==> src/rtl/car_park_ctrl_pkg.sv <==
// Shared types for the car-park controller: FSM encodings and error-pulse bit positions.
package car_park_ctrl_pkg;

  typedef enum logic [1:0] {
    E_IDLE = 2'd0,
    E_OPEN = 2'd1,
    E_HOLD = 2'd2
  } entry_state_t;

  typedef enum logic [1:0] {
    X_IDLE = 2'd0,
    X_FEE  = 2'd1,
    X_OPEN = 2'd2,
    X_HOLD = 2'd3
  } exit_state_t;

  localparam int unsigned ERR_W       = 2;
  localparam int unsigned ERR_BAR_TO  = 0;
  localparam int unsigned ERR_BAD_TKT = 1;

endpackage

==> src/rtl/car_park_ctrl_if.sv <==
// Sensor / payment-terminal bundle of the car-park controller; slave side is the controller.
interface car_park_ctrl_if
  import car_park_ctrl_pkg::*;
#(
  parameter int unsigned N_SLOTS = 8,
  parameter int unsigned FEE_W   = 24
);
  localparam int unsigned ID_W = $clog2(N_SLOTS);

  logic              tick;
  logic              in_req;
  logic              in_pass;
  logic              bar_in;
  logic              tkt_valid;
  logic [ID_W-1:0]   tkt_id;
  logic              out_req;
  logic [ID_W-1:0]   out_id;
  logic [FEE_W-1:0]  fee;
  logic              fee_valid;
  logic              pay;
  logic              out_pass;
  logic              bar_out;
  logic [ID_W:0]     free_cnt;
  logic              full;
  logic [ERR_W-1:0]  err;

  modport master (
    output tick, in_req, in_pass, out_req, out_id, pay, out_pass,
    input  bar_in, tkt_valid, tkt_id, fee, fee_valid, bar_out, free_cnt, full, err
  );

  modport slave (
    input  tick, in_req, in_pass, out_req, out_id, pay, out_pass,
    output bar_in, tkt_valid, tkt_id, fee, fee_valid, bar_out, free_cnt, full, err
  );

endinterface

==> src/rtl/car_park_ctrl_slot_table.sv <==
// Slot occupancy table: valid bits, entry timestamps, lowest-free encoder and free count.
module car_park_ctrl_slot_table #(
  parameter int unsigned N_SLOTS = 8,
  parameter int unsigned TIME_W  = 16
) (
  input  logic                     clk,
  input  logic                     rst,
  input  logic                     i_alloc_en,
  input  logic [TIME_W-1:0]        i_alloc_time,
  output logic [$clog2(N_SLOTS)-1:0] o_free_id_c,
  input  logic                     i_rel_a_en,
  input  logic [$clog2(N_SLOTS)-1:0] i_rel_a_id,
  input  logic                     i_rel_b_en,
  input  logic [$clog2(N_SLOTS)-1:0] i_rel_b_id,
  input  logic [$clog2(N_SLOTS)-1:0] i_rd_id,
  output logic                     o_rd_valid_c,
  output logic [TIME_W-1:0]        o_rd_time_c,
  output logic [$clog2(N_SLOTS):0] o_free_cnt,
  output logic                     o_full
);
  localparam int unsigned ID_W  = $clog2(N_SLOTS);
  localparam int unsigned CNT_W = ID_W + 1;

  logic [N_SLOTS-1:0] r_valid;
  logic [TIME_W-1:0]  r_tstamp [N_SLOTS];
  logic [CNT_W-1:0]   r_free_cnt;
  logic               r_full;

  logic [N_SLOTS-1:0] w_valid_nxt;
  logic [ID_W-1:0]    w_free_id;
  logic               w_any_free;
  logic               w_alloc;
  logic [CNT_W-1:0]   w_used;

  // Lowest-index free slot, taken from the pre-cycle valid vector
  always_comb begin
    w_free_id  = '0;
    w_any_free = 1'b0;
    for (int i = N_SLOTS - 1; i >= 0; i--) begin
      if (!r_valid[i]) begin
        w_free_id  = ID_W'(i);
        w_any_free = 1'b1;
      end
    end
  end

  assign w_alloc = i_alloc_en && w_any_free;

  always_comb begin
    w_valid_nxt = r_valid;
    if (w_alloc)    w_valid_nxt[w_free_id]  = 1'b1;
    if (i_rel_a_en) w_valid_nxt[i_rel_a_id] = 1'b0;
    if (i_rel_b_en) w_valid_nxt[i_rel_b_id] = 1'b0;
  end

  always_comb begin
    w_used = '0;
    for (int i = 0; i < N_SLOTS; i++) begin
      w_used = w_used + CNT_W'(w_valid_nxt[i]);
    end
  end

  always_ff @(posedge clk) begin
    if (rst) begin
      r_valid    <= '0;
      r_free_cnt <= CNT_W'(N_SLOTS);
      r_full     <= 1'b0;
    end else begin
      r_valid    <= w_valid_nxt;
      r_free_cnt <= CNT_W'(N_SLOTS) - w_used;
      r_full     <= (w_used == CNT_W'(N_SLOTS));
    end
  end

  // Timestamps are only meaningful behind a set valid bit, so they need no reset
  always_ff @(posedge clk) begin
    if (w_alloc) r_tstamp[w_free_id] <= i_alloc_time;
  end

  assign o_free_id_c  = w_free_id;
  assign o_rd_valid_c = r_valid[i_rd_id];
  assign o_rd_time_c  = r_tstamp[i_rd_id];
  assign o_free_cnt   = r_free_cnt;
  assign o_full       = r_full;

endmodule

==> src/rtl/car_park_ctrl.sv <==
// Car-park controller: ticketed entry lane, fee-gated exit lane, global tick time base.
module car_park_ctrl
  import car_park_ctrl_pkg::*;
#(
  parameter int unsigned N_SLOTS = 8,
  parameter int unsigned TIME_W  = 16,
  parameter int unsigned RATE    = 1,
  parameter int unsigned FEE_W   = 24,
  parameter int unsigned BAR_TO  = 1024
) (
  input logic             clk,
  input logic             rst,
  car_park_ctrl_if.slave  bus
);
  localparam int unsigned ID_W   = $clog2(N_SLOTS);
  localparam int unsigned CNT_W  = ID_W + 1;
  localparam int unsigned BTO_W  = $clog2(BAR_TO + 1);
  localparam int unsigned PROD_W = TIME_W + 32 + FEE_W;
  localparam logic [FEE_W-1:0] FEE_MAX = '1;

  entry_state_t       r_ent_state, w_ent_nxt;
  exit_state_t        r_ext_state, w_ext_nxt;
  logic [TIME_W-1:0]  r_time;
  logic [BTO_W-1:0]   r_bar_cnt;
  logic [ID_W-1:0]    r_tkt_id;
  logic               r_tkt_valid;
  logic [ID_W-1:0]    r_ext_id;
  logic [FEE_W-1:0]   r_fee;
  logic [ERR_W-1:0]   r_err;

  logic               w_alloc, w_timeout;
  logic               w_accept, w_bad, w_exit_rel;
  logic               w_bar_in, w_bar_out, w_fee_valid;
  logic [ID_W-1:0]    w_free_id;
  logic               w_rd_valid;
  logic [TIME_W-1:0]  w_rd_time;
  logic [CNT_W-1:0]   w_free_cnt;
  logic               w_full;
  logic [TIME_W-1:0]  w_elapsed;
  logic [PROD_W-1:0]  w_prod;
  logic [FEE_W-1:0]   w_fee;

  car_park_ctrl_slot_table #(
    .N_SLOTS (N_SLOTS),
    .TIME_W  (TIME_W)
  ) u_slots (
    .clk          (clk),
    .rst          (rst),
    .i_alloc_en   (w_alloc),
    .i_alloc_time (r_time),
    .o_free_id_c  (w_free_id),
    .i_rel_a_en   (w_timeout),
    .i_rel_a_id   (r_tkt_id),
    .i_rel_b_en   (w_exit_rel),
    .i_rel_b_id   (r_ext_id),
    .i_rd_id      (bus.out_id),
    .o_rd_valid_c (w_rd_valid),
    .o_rd_time_c  (w_rd_time),
    .o_free_cnt   (w_free_cnt),
    .o_full       (w_full)
  );

  always_ff @(posedge clk) begin
    if (rst) begin
      r_ent_state <= E_IDLE;
      r_ext_state <= X_IDLE;
    end else begin
      r_ent_state <= w_ent_nxt;
      r_ext_state <= w_ext_nxt;
    end
  end

  // Entry lane: one ticket per car presence, bar released on pass or timeout
  always_comb begin
    w_ent_nxt = r_ent_state;
    w_alloc   = 1'b0;
    w_timeout = 1'b0;
    case (r_ent_state)
      E_IDLE: if (bus.in_req && !w_full) begin
        w_alloc   = 1'b1;
        w_ent_nxt = E_OPEN;
      end
      E_OPEN: if (bus.in_pass) begin
        w_ent_nxt = E_HOLD;
      end else if (r_bar_cnt == BTO_W'(BAR_TO - 1)) begin
        w_timeout = 1'b1;
        w_ent_nxt = E_HOLD;
      end
      E_HOLD: if (!bus.in_req) w_ent_nxt = E_IDLE;
      default: w_ent_nxt = E_IDLE;
    endcase
  end

  // Exit lane: validate ticket, wait for payment, open bar, free slot on pass
  always_comb begin
    w_ext_nxt  = r_ext_state;
    w_accept   = 1'b0;
    w_bad      = 1'b0;
    w_exit_rel = 1'b0;
    case (r_ext_state)
      X_IDLE: if (bus.out_req) begin
        if (w_rd_valid) begin
          w_accept  = 1'b1;
          w_ext_nxt = X_FEE;
        end else begin
          w_bad     = 1'b1;
          w_ext_nxt = X_HOLD;
        end
      end
      X_FEE: if (bus.pay) begin
        w_ext_nxt = X_OPEN;
      end else if (!bus.out_req) begin
        w_ext_nxt = X_IDLE;
      end
      X_OPEN: if (bus.out_pass) begin
        w_exit_rel = 1'b1;
        w_ext_nxt  = X_HOLD;
      end
      X_HOLD: if (!bus.out_req) w_ext_nxt = X_IDLE;
      default: w_ext_nxt = X_IDLE;
    endcase
  end

  always_comb begin
    w_bar_in    = 1'b0;
    w_bar_out   = 1'b0;
    w_fee_valid = 1'b0;
    if (r_ent_state == E_OPEN) w_bar_in    = 1'b1;
    if (r_ext_state == X_OPEN) w_bar_out   = 1'b1;
    if (r_ext_state == X_FEE)  w_fee_valid = 1'b1;
  end

  // Modular subtraction handles time-counter wrap; zero elapsed still bills one tick
  always_comb begin
    w_elapsed = r_time - w_rd_time;
    if (w_elapsed == '0) w_elapsed = TIME_W'(1);
    w_prod = PROD_W'(w_elapsed) * PROD_W'(RATE);
    w_fee  = (w_prod > PROD_W'(FEE_MAX)) ? FEE_MAX : FEE_W'(w_prod);
  end

  always_ff @(posedge clk) begin
    if (rst) begin
      r_time      <= '0;
      r_bar_cnt   <= '0;
      r_tkt_id    <= '0;
      r_tkt_valid <= 1'b0;
      r_ext_id    <= '0;
      r_fee       <= '0;
      r_err       <= '0;
    end else begin
      r_time      <= r_time + TIME_W'(bus.tick);
      r_tkt_valid <= w_alloc;
      if (w_alloc) begin
        r_tkt_id  <= w_free_id;
        r_bar_cnt <= '0;
      end else if (r_ent_state == E_OPEN) begin
        r_bar_cnt <= r_bar_cnt + BTO_W'(1);
      end
      if (w_accept) begin
        r_ext_id <= bus.out_id;
        r_fee    <= w_fee;
      end
      r_err[ERR_BAR_TO]  <= w_timeout;
      r_err[ERR_BAD_TKT] <= w_bad;
    end
  end

  assign bus.bar_in    = w_bar_in;
  assign bus.tkt_valid = r_tkt_valid;
  assign bus.tkt_id    = r_tkt_id;
  assign bus.fee       = r_fee;
  assign bus.fee_valid = w_fee_valid;
  assign bus.bar_out   = w_bar_out;
  assign bus.free_cnt  = w_free_cnt;
  assign bus.full      = w_full;
  assign bus.err       = r_err;

endmodule

==> src/flat_wrapper.sv <==
// flat-port wrapper written by rule: the top's interface ports become plain ports
module car_park_ctrl_flat import car_park_ctrl_pkg::*;
#(
  parameter int unsigned N_SLOTS = 8,
  parameter int unsigned TIME_W  = 16,
  parameter int unsigned RATE    = 1,
  parameter int unsigned FEE_W   = 24,
  parameter int unsigned BAR_TO  = 1024
)
  (clk, rst, bus_tick, bus_in_req, bus_in_pass, bus_out_req, bus_out_id, bus_pay, bus_out_pass, bus_bar_in, bus_tkt_valid, bus_tkt_id, bus_fee, bus_fee_valid, bus_bar_out, bus_free_cnt, bus_full, bus_err);
  car_park_ctrl_if #(.N_SLOTS(N_SLOTS), .FEE_W(FEE_W)) bus_i ();
  input logic clk;
  input logic rst;
  input wire logic [$bits(bus_i.tick)-1:0] bus_tick;
  input wire logic [$bits(bus_i.in_req)-1:0] bus_in_req;
  input wire logic [$bits(bus_i.in_pass)-1:0] bus_in_pass;
  input wire logic [$bits(bus_i.out_req)-1:0] bus_out_req;
  input wire logic [$bits(bus_i.out_id)-1:0] bus_out_id;
  input wire logic [$bits(bus_i.pay)-1:0] bus_pay;
  input wire logic [$bits(bus_i.out_pass)-1:0] bus_out_pass;
  output wire logic [$bits(bus_i.bar_in)-1:0] bus_bar_in;
  output wire logic [$bits(bus_i.tkt_valid)-1:0] bus_tkt_valid;
  output wire logic [$bits(bus_i.tkt_id)-1:0] bus_tkt_id;
  output wire logic [$bits(bus_i.fee)-1:0] bus_fee;
  output wire logic [$bits(bus_i.fee_valid)-1:0] bus_fee_valid;
  output wire logic [$bits(bus_i.bar_out)-1:0] bus_bar_out;
  output wire logic [$bits(bus_i.free_cnt)-1:0] bus_free_cnt;
  output wire logic [$bits(bus_i.full)-1:0] bus_full;
  output wire logic [$bits(bus_i.err)-1:0] bus_err;
  assign bus_i.tick = bus_tick;
  assign bus_i.in_req = bus_in_req;
  assign bus_i.in_pass = bus_in_pass;
  assign bus_i.out_req = bus_out_req;
  assign bus_i.out_id = bus_out_id;
  assign bus_i.pay = bus_pay;
  assign bus_i.out_pass = bus_out_pass;
  assign bus_bar_in = bus_i.bar_in;
  assign bus_tkt_valid = bus_i.tkt_valid;
  assign bus_tkt_id = bus_i.tkt_id;
  assign bus_fee = bus_i.fee;
  assign bus_fee_valid = bus_i.fee_valid;
  assign bus_bar_out = bus_i.bar_out;
  assign bus_free_cnt = bus_i.free_cnt;
  assign bus_full = bus_i.full;
  assign bus_err = bus_i.err;
  car_park_ctrl #(.N_SLOTS(N_SLOTS), .TIME_W(TIME_W), .RATE(RATE), .FEE_W(FEE_W), .BAR_TO(BAR_TO)) u_core (.clk(clk), .rst(rst), .bus(bus_i));
endmodule
==> config.mk <==
export PLATFORM = sky130hd
export DESIGN_NAME = car_park_ctrl_flat
export DESIGN_NICKNAME = d
export VERILOG_FILES = /design/src/rtl/car_park_ctrl_pkg.sv /design/src/rtl/car_park_ctrl_if.sv /design/src/rtl/car_park_ctrl_slot_table.sv /design/src/rtl/car_park_ctrl.sv /design/src/flat_wrapper.sv
export SDC_FILE = /design/constraint.sdc
export NUM_CORES = 1
export LEC_CHECK = 0
export ABC_AREA = 0
export CAP_MARGIN = 15
export CORE_AREA = 5 5 122 124
export CTS_BUF_LIST = sky130_fd_sc_hd__clkbuf_8
export DETAILED_ROUTE_END_ITERATION = 12
export DIE_AREA = 0 0 127 129
export PLACE_DENSITY = 0.93
export SYNTH_ARGS = -nofsm -noshare
export SYNTH_HDL_FRONTEND = slang
export SYNTH_SLANG_ARGS = --single-unit
==> constraint.sdc <==
create_clock -name clk -period 8.1 [get_ports clk]
set_clock_uncertainty 0.15 [all_clocks]
set_input_delay 1.215 -clock clk [delete_from_list [all_inputs] [get_ports clk]]
set_output_delay 1.215 -clock clk [all_outputs]
set_load 0.005 [all_outputs]
After elaboration in Yosys (flattened, before gate mapping)
Memory sizes are Yosys's and may differ from the RTL's.
Cells that the tools add are included.
{ "op_classes": {"addsub": 11, "magnitude_cmp": 7, "n_eq_ne": 12, "mux": 55, "bitwise_logic": 7, "n_reduce_logical": 13} }
{ "op_table": {"columns": ["cell", "count"], "rows": [
  ["1-bit 2-to-1 mux", 28],
  ["3-bit 2-to-1 mux", 8],
  ["8-bit 2-to-1 mux", 3],
  ["2-bit 2-to-1 mux", 9],
  ["16-bit by 1-bit adder with 16-bit output", 1],
  ["4-bit by 1-bit adder with 4-bit output", 4],
  ["8-bit AND", 2],
  ["16-bit zero test", 1],
  ["3-bit by 4-bit < comparator with 1-bit output, second input constant", 4],
  ["16-bit 2-to-1 mux", 1],
  ["8-bit NOT", 2],
  ["16-bit subtractor", 1],
  ["11-bit by 1-bit adder with 11-bit output, second input constant", 1],
  ["11-bit by 10-bit equality test with 1-bit output, second input constant", 1],
  ["1-bit demux with 3-bit select", 3],
  ["3-bit by 1-bit >= comparator with 1-bit output, second input constant", 3],
  ["8-bit bitwise OR", 1],
  ["2-bit case mux with 4 select lines", 1],
  ["2-bit equality test, second input constant", 3],
  ["2-bit != test, second input constant", 3],
  ["2-bit case mux with 3 select lines", 1],
  ["1-bit logical AND", 5],
  ["3-bit by 1-bit adder with 4-bit output", 1],
  ["2-bit by 1-bit equality test with 1-bit output, second input constant", 2],
  ["14 further kinds", 16]
]} }
{ "word_totals": {"ff_bits": 69, "ram_bits": 128, "output_inout_bits": 38, "wordCells": 119, "mem_count": 1} }
{ "memory_table": {"columns": ["name", "words", "word_bits", "read_ports", "rd_clocked_by_memory_dff", "write_ports", "line", "source"], "rows": [
  ["u_core.u_slots.r_tstamp", 8, 16, 1, 0, 1, "car_park_ctrl_slot_table.sv:25", "logic [TIME_W-1:0] r_tstamp [N_SLOTS];"]
]} }

Longest topological paths before layout
{ "logic_depth": {"depth_word": 26, "mapped_depth": 19, "ltp_nobuf": 19} }

Hierarchy
From an unflattened synthesis, not the netlist that was laid out.
{ "unflattened": {"cells_unflattened": 679, "area_unflattened_um2": 8936.1} }
{ "by_module_without_submodules": {"columns": ["mod", "instances", "cells_each", "area_each_um2", "seq_area_each_um2"], "rows": [
  ["car_park_ctrl_slot_table", 1, 298, 5849.4, 4103.9],
  ["car_park_ctrl", 1, 381, 3086.7, 1121.1]
]} }

Worst setup path after synthesis
No wires, ideal clock.
{ "synth_path": {"path_type": "input -> register", "from": "input bus_in_req", "to": "register u_core.u_slots.r_free_cnt[3], in the netlist u_core.u_slots.o_free_cnt[3]", "setup_ps": 117, "arrival_ps": 5286, "t_required_ps": 7833, "path_slack_ps": 2547, "cell_stages": 18, "path_cell_list": "nand2b_1 > nor3_1 > and3_1 > and3_1 > nand2_1 > nor2_1 > o221a_2 > fa_1 > inv_1 > fa_1 > inv_1 > ha_1 > inv_1 > fa_1 > xor2_1 > nand3_1 > xnor2_1 > nand2b_1"} }
{ "synth_via": {"elab_cells_between_ends": 17, "cone_classes": "add/sub (8); mux (5); bitwise (2); reduce/logical (2)"} }
{ "synth_rtl": {"columns": ["item", "line", "source"], "rows": [
  ["from (decl)", "flat_wrapper.sv:15", "input wire logic [$bits(bus_i.in_req)-1:0] bus_in_req;"],
  ["1-bit logical AND *", "car_park_ctrl.sv:79", "E_IDLE: if (bus.in_req && !w_full) begin"],
  ["1-bit 2-to-1 mux *", "car_park_ctrl.sv:79", null],
  ["1-bit 2-to-1 mux *", "car_park_ctrl.sv:78", "case (r_ent_state)"],
  ["1-bit logical AND *", "car_park_ctrl_slot_table.sv:47", "assign w_alloc = i_alloc_en && w_any_free;"],
  ["8-bit 2-to-1 mux *", "car_park_ctrl_slot_table.sv:51", "if (w_alloc) w_valid_nxt[w_free_id] = 1'b1;"],
  ["8-bit AND (no line)", null, null],
  ["8-bit 2-to-1 mux *", "car_park_ctrl_slot_table.sv:52", "if (i_rel_a_en) w_valid_nxt[i_rel_a_id] = 1'b0;"],
  ["8-bit AND (no line)", null, null],
  ["8-bit 2-to-1 mux *", "car_park_ctrl_slot_table.sv:53", "if (i_rel_b_en) w_valid_nxt[i_rel_b_id] = 1'b0;"],
  ["via u_core.u_slots.w_valid_nxt[6]", "car_park_ctrl_slot_table.sv:29", "logic [N_SLOTS-1:0] w_valid_nxt;"],
  ["4-bit by 1-bit adder with 4-bit output * (2 in a row)", "car_park_ctrl_slot_table.sv:59", "w_used = w_used + CNT_W'(w_valid_nxt[i]);"],
  ["4-bit subtractor *", "car_park_ctrl_slot_table.sv:70", "r_free_cnt <= CNT_W'(N_SLOTS) - w_used;"],
  ["to (signal assigned)", "car_park_ctrl_slot_table.sv:66", "r_free_cnt <= CNT_W'(N_SLOTS);"],
  ["to (signal assigned)", "car_park_ctrl_slot_table.sv:70", null],
  ["to (decl)", "car_park_ctrl_slot_table.sv:26", "logic [CNT_W-1:0] r_free_cnt;"]
]} }
The timed path passes the listed nets; every way through them passes the cells marked *.
A chain may end at the register's enable or synchronous reset.

Worst setup path after layout
{ "layout_path": {"from": "input bus_in_req", "to": "register u_core.u_slots.r_free_cnt[3], in the netlist u_core.u_slots.o_free_cnt[3]"} }
{ "layout_via": {"elab_cells_between_ends": 17, "cone_classes": "add/sub (8); mux (5); bitwise (2); reduce/logical (2)"} }
{ "layout_rtl": {"columns": ["item", "line"], "rows": [
  ["1-bit logical AND *", "car_park_ctrl.sv:79"],
  ["1-bit 2-to-1 mux *", "car_park_ctrl.sv:79"],
  ["1-bit 2-to-1 mux *", "car_park_ctrl.sv:78"],
  ["1-bit logical AND *", "car_park_ctrl_slot_table.sv:47"],
  ["8-bit 2-to-1 mux *", "car_park_ctrl_slot_table.sv:51"],
  ["8-bit AND (no line)", null],
  ["8-bit 2-to-1 mux *", "car_park_ctrl_slot_table.sv:52"],
  ["8-bit AND (no line)", null],
  ["8-bit 2-to-1 mux *", "car_park_ctrl_slot_table.sv:53"],
  ["via u_core.u_slots.w_valid_nxt[5]", "car_park_ctrl_slot_table.sv:29"],
  ["4-bit by 1-bit adder with 4-bit output * (3 in a row)", "car_park_ctrl_slot_table.sv:59"],
  ["4-bit subtractor *", "car_park_ctrl_slot_table.sv:70"]
]} }
Marked as above.

==> results_dict.tcl <==
set metrics [dict create \
    outcome "completed" \
    crit_arrival_ns 6.20 \
    tightest_slew_ns 0.945 \
    ctsResizeCount 0 \
    whs_path_depth 2 \
    drive_gt1_share_pct 12.4 \
    fin_nets 728 \
    insertion_delay_ns 0.47 \
    ant_nets 0 \
    vias 5554 \
    rr_startpoint "u_core.r_bar_cnt[2]$_SDFFE_PP0P_" \
    clk_pin_slew_worst_paths_ns 0.10 \
    drt_iter0_drc 759 \
    die_area_sq_mm 0.0164 \
    place_ws_ns 1.69 \
    routed_wl_mm 19.3 \
    setup_viol 0 \
    synthTopCellsByArea "edfxtp_1 (44%), dfxtp_1 (16%), mux4_2 (8.8%)" \
    grt-ovfl-total 0 \
    grt_max_degree 61 \
    grt_antenna_before_repair 0 \
    p_comb_share_pct 9.2 \
    crit_path_max_fanout 17 \
    fillerInstances 869 \
    drc 0 \
    finalHoldViolations 0 \
    hold_class "reg -> reg" \
    die_w_um 127 \
    die_h_um 129 \
    port_buffers 40 \
    synth_fa_ha_area_share_pct 4.32 \
    path_class "in -> reg" \
    clock_power_share_pct 32.8 \
    yosysWarnings 0 \
    grt_pass1_vias 5693 \
    p_int_mw 1.43 \
    cts_buffers 17 \
    routed_via_density 6.29 \
    post_synth_and_or_nand_nor_area_fraction_pct 10.6 \
    min_from "u_core.bus.fee[9]$_SDFFE_PP0P_" \
    postSynthAreaPerCell_sq_um 13.5 \
    slowest_stage "and3_1" \
    cts_tree "built" \
    num_antenna_cells 0 \
    startpoint_type "input pin" \
    cts_htree_levels 4 \
    initial_core_util_pct 63.6 \
    synth_top_area_share_pct 44.3 \
    io_pins 49 \
    finalCritPeriodShare_pct 73.9 \
    synth_edf_count 128 \
    critical_path.max_stage_delay_ns 0.79 \
    yosys.cell_types.count 60 \
    fp.coreArea_sq_mm 0.0137 \
    ys_async_sr_fraction_pct 0 \
    yosysSeqAreaShare_pct 60.2 \
    synth-compound-area-share_pct 5.95 \
    synth_top_family_by_area "multiplexers" \
    wl_per_cell_um 21.8 \
    ys_ff_latch 197 \
    syn_to_final_growth_pct 10.9 \
    hpwl_mm 12.4 \
    critPathLaunch "bus_in_req" \
    r2r_end "u_core.u_slots.o_free_cnt[3]$_SDFF_PP1_" \
    rsz0062_at_grt "no" \
    p_seq_share_pct 58.1 \
    cts.sinks 197 \
    maxCapViolCount 0 \
    core.rowCount 43 \
    netSwitchingPower_uw 451 \
    grt.total_usage_pct 24.9 \
    min_to "u_core.bus.fee[9]$_SDFFE_PP0P_" \
    clk_path_buf_depth 2 \
    drv_slew 0 \
    finalSetupTns_ns 0 \
    fmax_ghz 0.167 \
    cp-end-kind "flop" \
    worstPathRequired_ns 8.32 \
    ir_worst_vdd_v 0.000105 \
    setup_slack_ns 2.11 \
    place.gp.congestion 0.866 \
    path_cells "clkdlybuf4s50_1, nand2b_1, nor3_1, and3_1, and3_1, and3_1, o221a_2, fa_1, inv_1, fa_1, inv_1, ha_1, inv_1, fa_1, xor2_1, nand3_1, xnor2_1, nand2b_1" \
    post_cts_buffers 0 \
    synth_area_sq_mm 0.00868 \
    reg2reg_setup_slack_ns 2.75 \
    min_period_ns 5.99 \
    synth-xor-area-share_pct 4.03 \
    timing.critical_path.buf_inv 4 \
    grt_pass1_wl_mm 31.0 \
    relSlewSlack_pct 37.0 \
    synthCells 645 \
    critPathTopFamily "simple AND/OR/NAND/NOR gates" \
    synth_top_area_cell "edfxtp_1" \
    ys.flop_type "edfxtp_1" \
    powerDensity_mw_per_mm2 195 \
    root_buffer "clkbuf_8" \
    synth_mux_area_share_pct 12.2 \
    reg2reg_depth 18 \
    p_leak_nw 3.44 \
    firstDrtPassIters 5 \
    swShare_pct 24.0 \
    cts_hold_buf 0 \
]
## synth_stat cells, drive strengths merged, types with 9 or more instances
| cell type | instances |
|---|---|
| dfxtp | 69 |
| clkbuf | 18 |
| nor3 | 10 |
| nor2b | 14 |
| nor2 | 73 |
| edfxtp | 128 |
| and3 | 10 |
| nand2 | 33 |
| buf | 14 |
| ha | 22 |
| mux4 | 34 |
| nand3 | 17 |
| o21ai | 17 |
| inv | 16 |
| mux2i | 28 |
| xnor2 | 20 |
| a21oi | 29 |
| nand2b | 9 |
| xor2 | 20 |
## cell families (layout without fill, tap and decap cells)
group / after synthesis / in the layout
compound gates: 81 / 81
other cells: 1 / 8
fa+ha+maj: 27 / 27
simple gates: 188 / 188
xor+xnor: 40 / 40
mux: 63 / 63
buf+inv: 48 / 99
flops: 197 / 197
## area by class of cell
class / count / area (sq um) / area share (%)
Sequential cell: 197 / 5230 / 54.2
Tap cell: 180 / 225 / 2.34
Inverter: 16 / 60.1 / 0.623
Multi-Input combinational cell: 407 / 3260 / 33.8
Clock buffer: 17 / 234 / 2.43
Timing Repair Buffer: 51 / 480 / 4.99
Clock inverter: 15 / 151 / 1.57
## cells in the final DEF, fill, tap and decap left out, drive strengths merged, types with 22 or more instances in the layout
cell	netlist	layout
mux4	34	34
mux2i	28	28
a21oi	29	29
edfxtp	128	128
ha	22	22
nor2	73	73
dfxtp	69	69
clkdlybuf4s50	0	38
nand2	33	33
## how the worst max path moves through the flow
| stage | end | cells after the start |
|---|---|---|
| after global placement | u_core.u_slots.o_free_cnt[3]$_SDFF_PP1_ | 18 |
| after floorplan | u_core.u_slots.o_free_cnt[3]$_SDFF_PP1_ | 18 |
| after CTS | u_core.u_slots.o_free_cnt[3]$_SDFF_PP1_ | 18 |
| after global routing | u_core.u_slots.o_free_cnt[3]$_SDFF_PP1_ | 18 |
| final | u_core.u_slots.o_free_cnt[3]$_SDFF_PP1_ | 18 |
| after detailed placement | u_core.u_slots.o_free_cnt[3]$_SDFF_PP1_ | 18 |
## worst reg2reg max path, cell delays in order (launching register included)
cell	delay, ns
dfxtp_1	0.44
nand4_1	0.22
nor4_1	0.79
nand2_1	0.16
or2_1	0.30
o31ai_1	0.38
fa_1	0.48
inv_1	0.09
fa_1	0.42
inv_1	0.09
fa_1	0.41
inv_1	0.07
ha_1	0.17
inv_1	0.06
fa_1	0.37
xor2_1	0.26
nand3_1	0.18
xnor2_1	0.16
nand2b_1	0.07
## power groups by stage
stage          clock (mW)  combinational, mW  sequential [mW]
2_1_floorplan           0              0.118             1.11
3_3_place_gp            0              0.161             1.11
3_5_place_dp            0              0.169             1.12
4_1_cts             0.624              0.171             1.09
5_1_grt             0.670              0.188             1.10
6_report            0.617              0.172             1.09
## metal layers
metal  part of all wire [%]  track usage (%)  wire (um)  vias up
met5                      0                0          0        -
li1                       -                -          -     2462
met2                     51             42.1       9810      293
met4                    2.4             8.58        465        0
met1                     39             32.3       7520     2753
met3                    7.7             5.48       1490       46
## through the flow
step / total power, mW / utilization, % / cells / instance area, sq um / hold WS [ns]
floorplan: 1.23 / - / 652 / 8710 / 0.320
global placement: 1.27 / 67.6 / 850 / 9230 / 0.319
detailed placement: 1.28 / 67.6 / 850 / 9230 / 0.339
CTS: 1.89 / 70.4 / 882 / 9620 / 0.351
global route: 1.95 / 70.5 / 883 / 9630 / 0.397
finish: 1.88 / 70.5 / 883 / 9630 / 0.352
## registers in the layout, indices dropped and copies added, names as in the netlist
name / cells
u_core.bus.err: 2
u_core.bus.fee: 16
u_core.bus.tkt_id: 3
u_core.bus.tkt_valid: 1
u_core.r_bar_cnt: 11
u_core.r_ent_state: 2
u_core.r_ext_id: 3
u_core.r_ext_state: 2
u_core.r_time: 16
u_core.u_slots.o_free_cnt: 4
u_core.u_slots.o_full: 1
u_core.u_slots.r_tstamp: 128
u_core.u_slots.r_valid: 8
No activity file was read; power rests on OpenSTA's default activity.
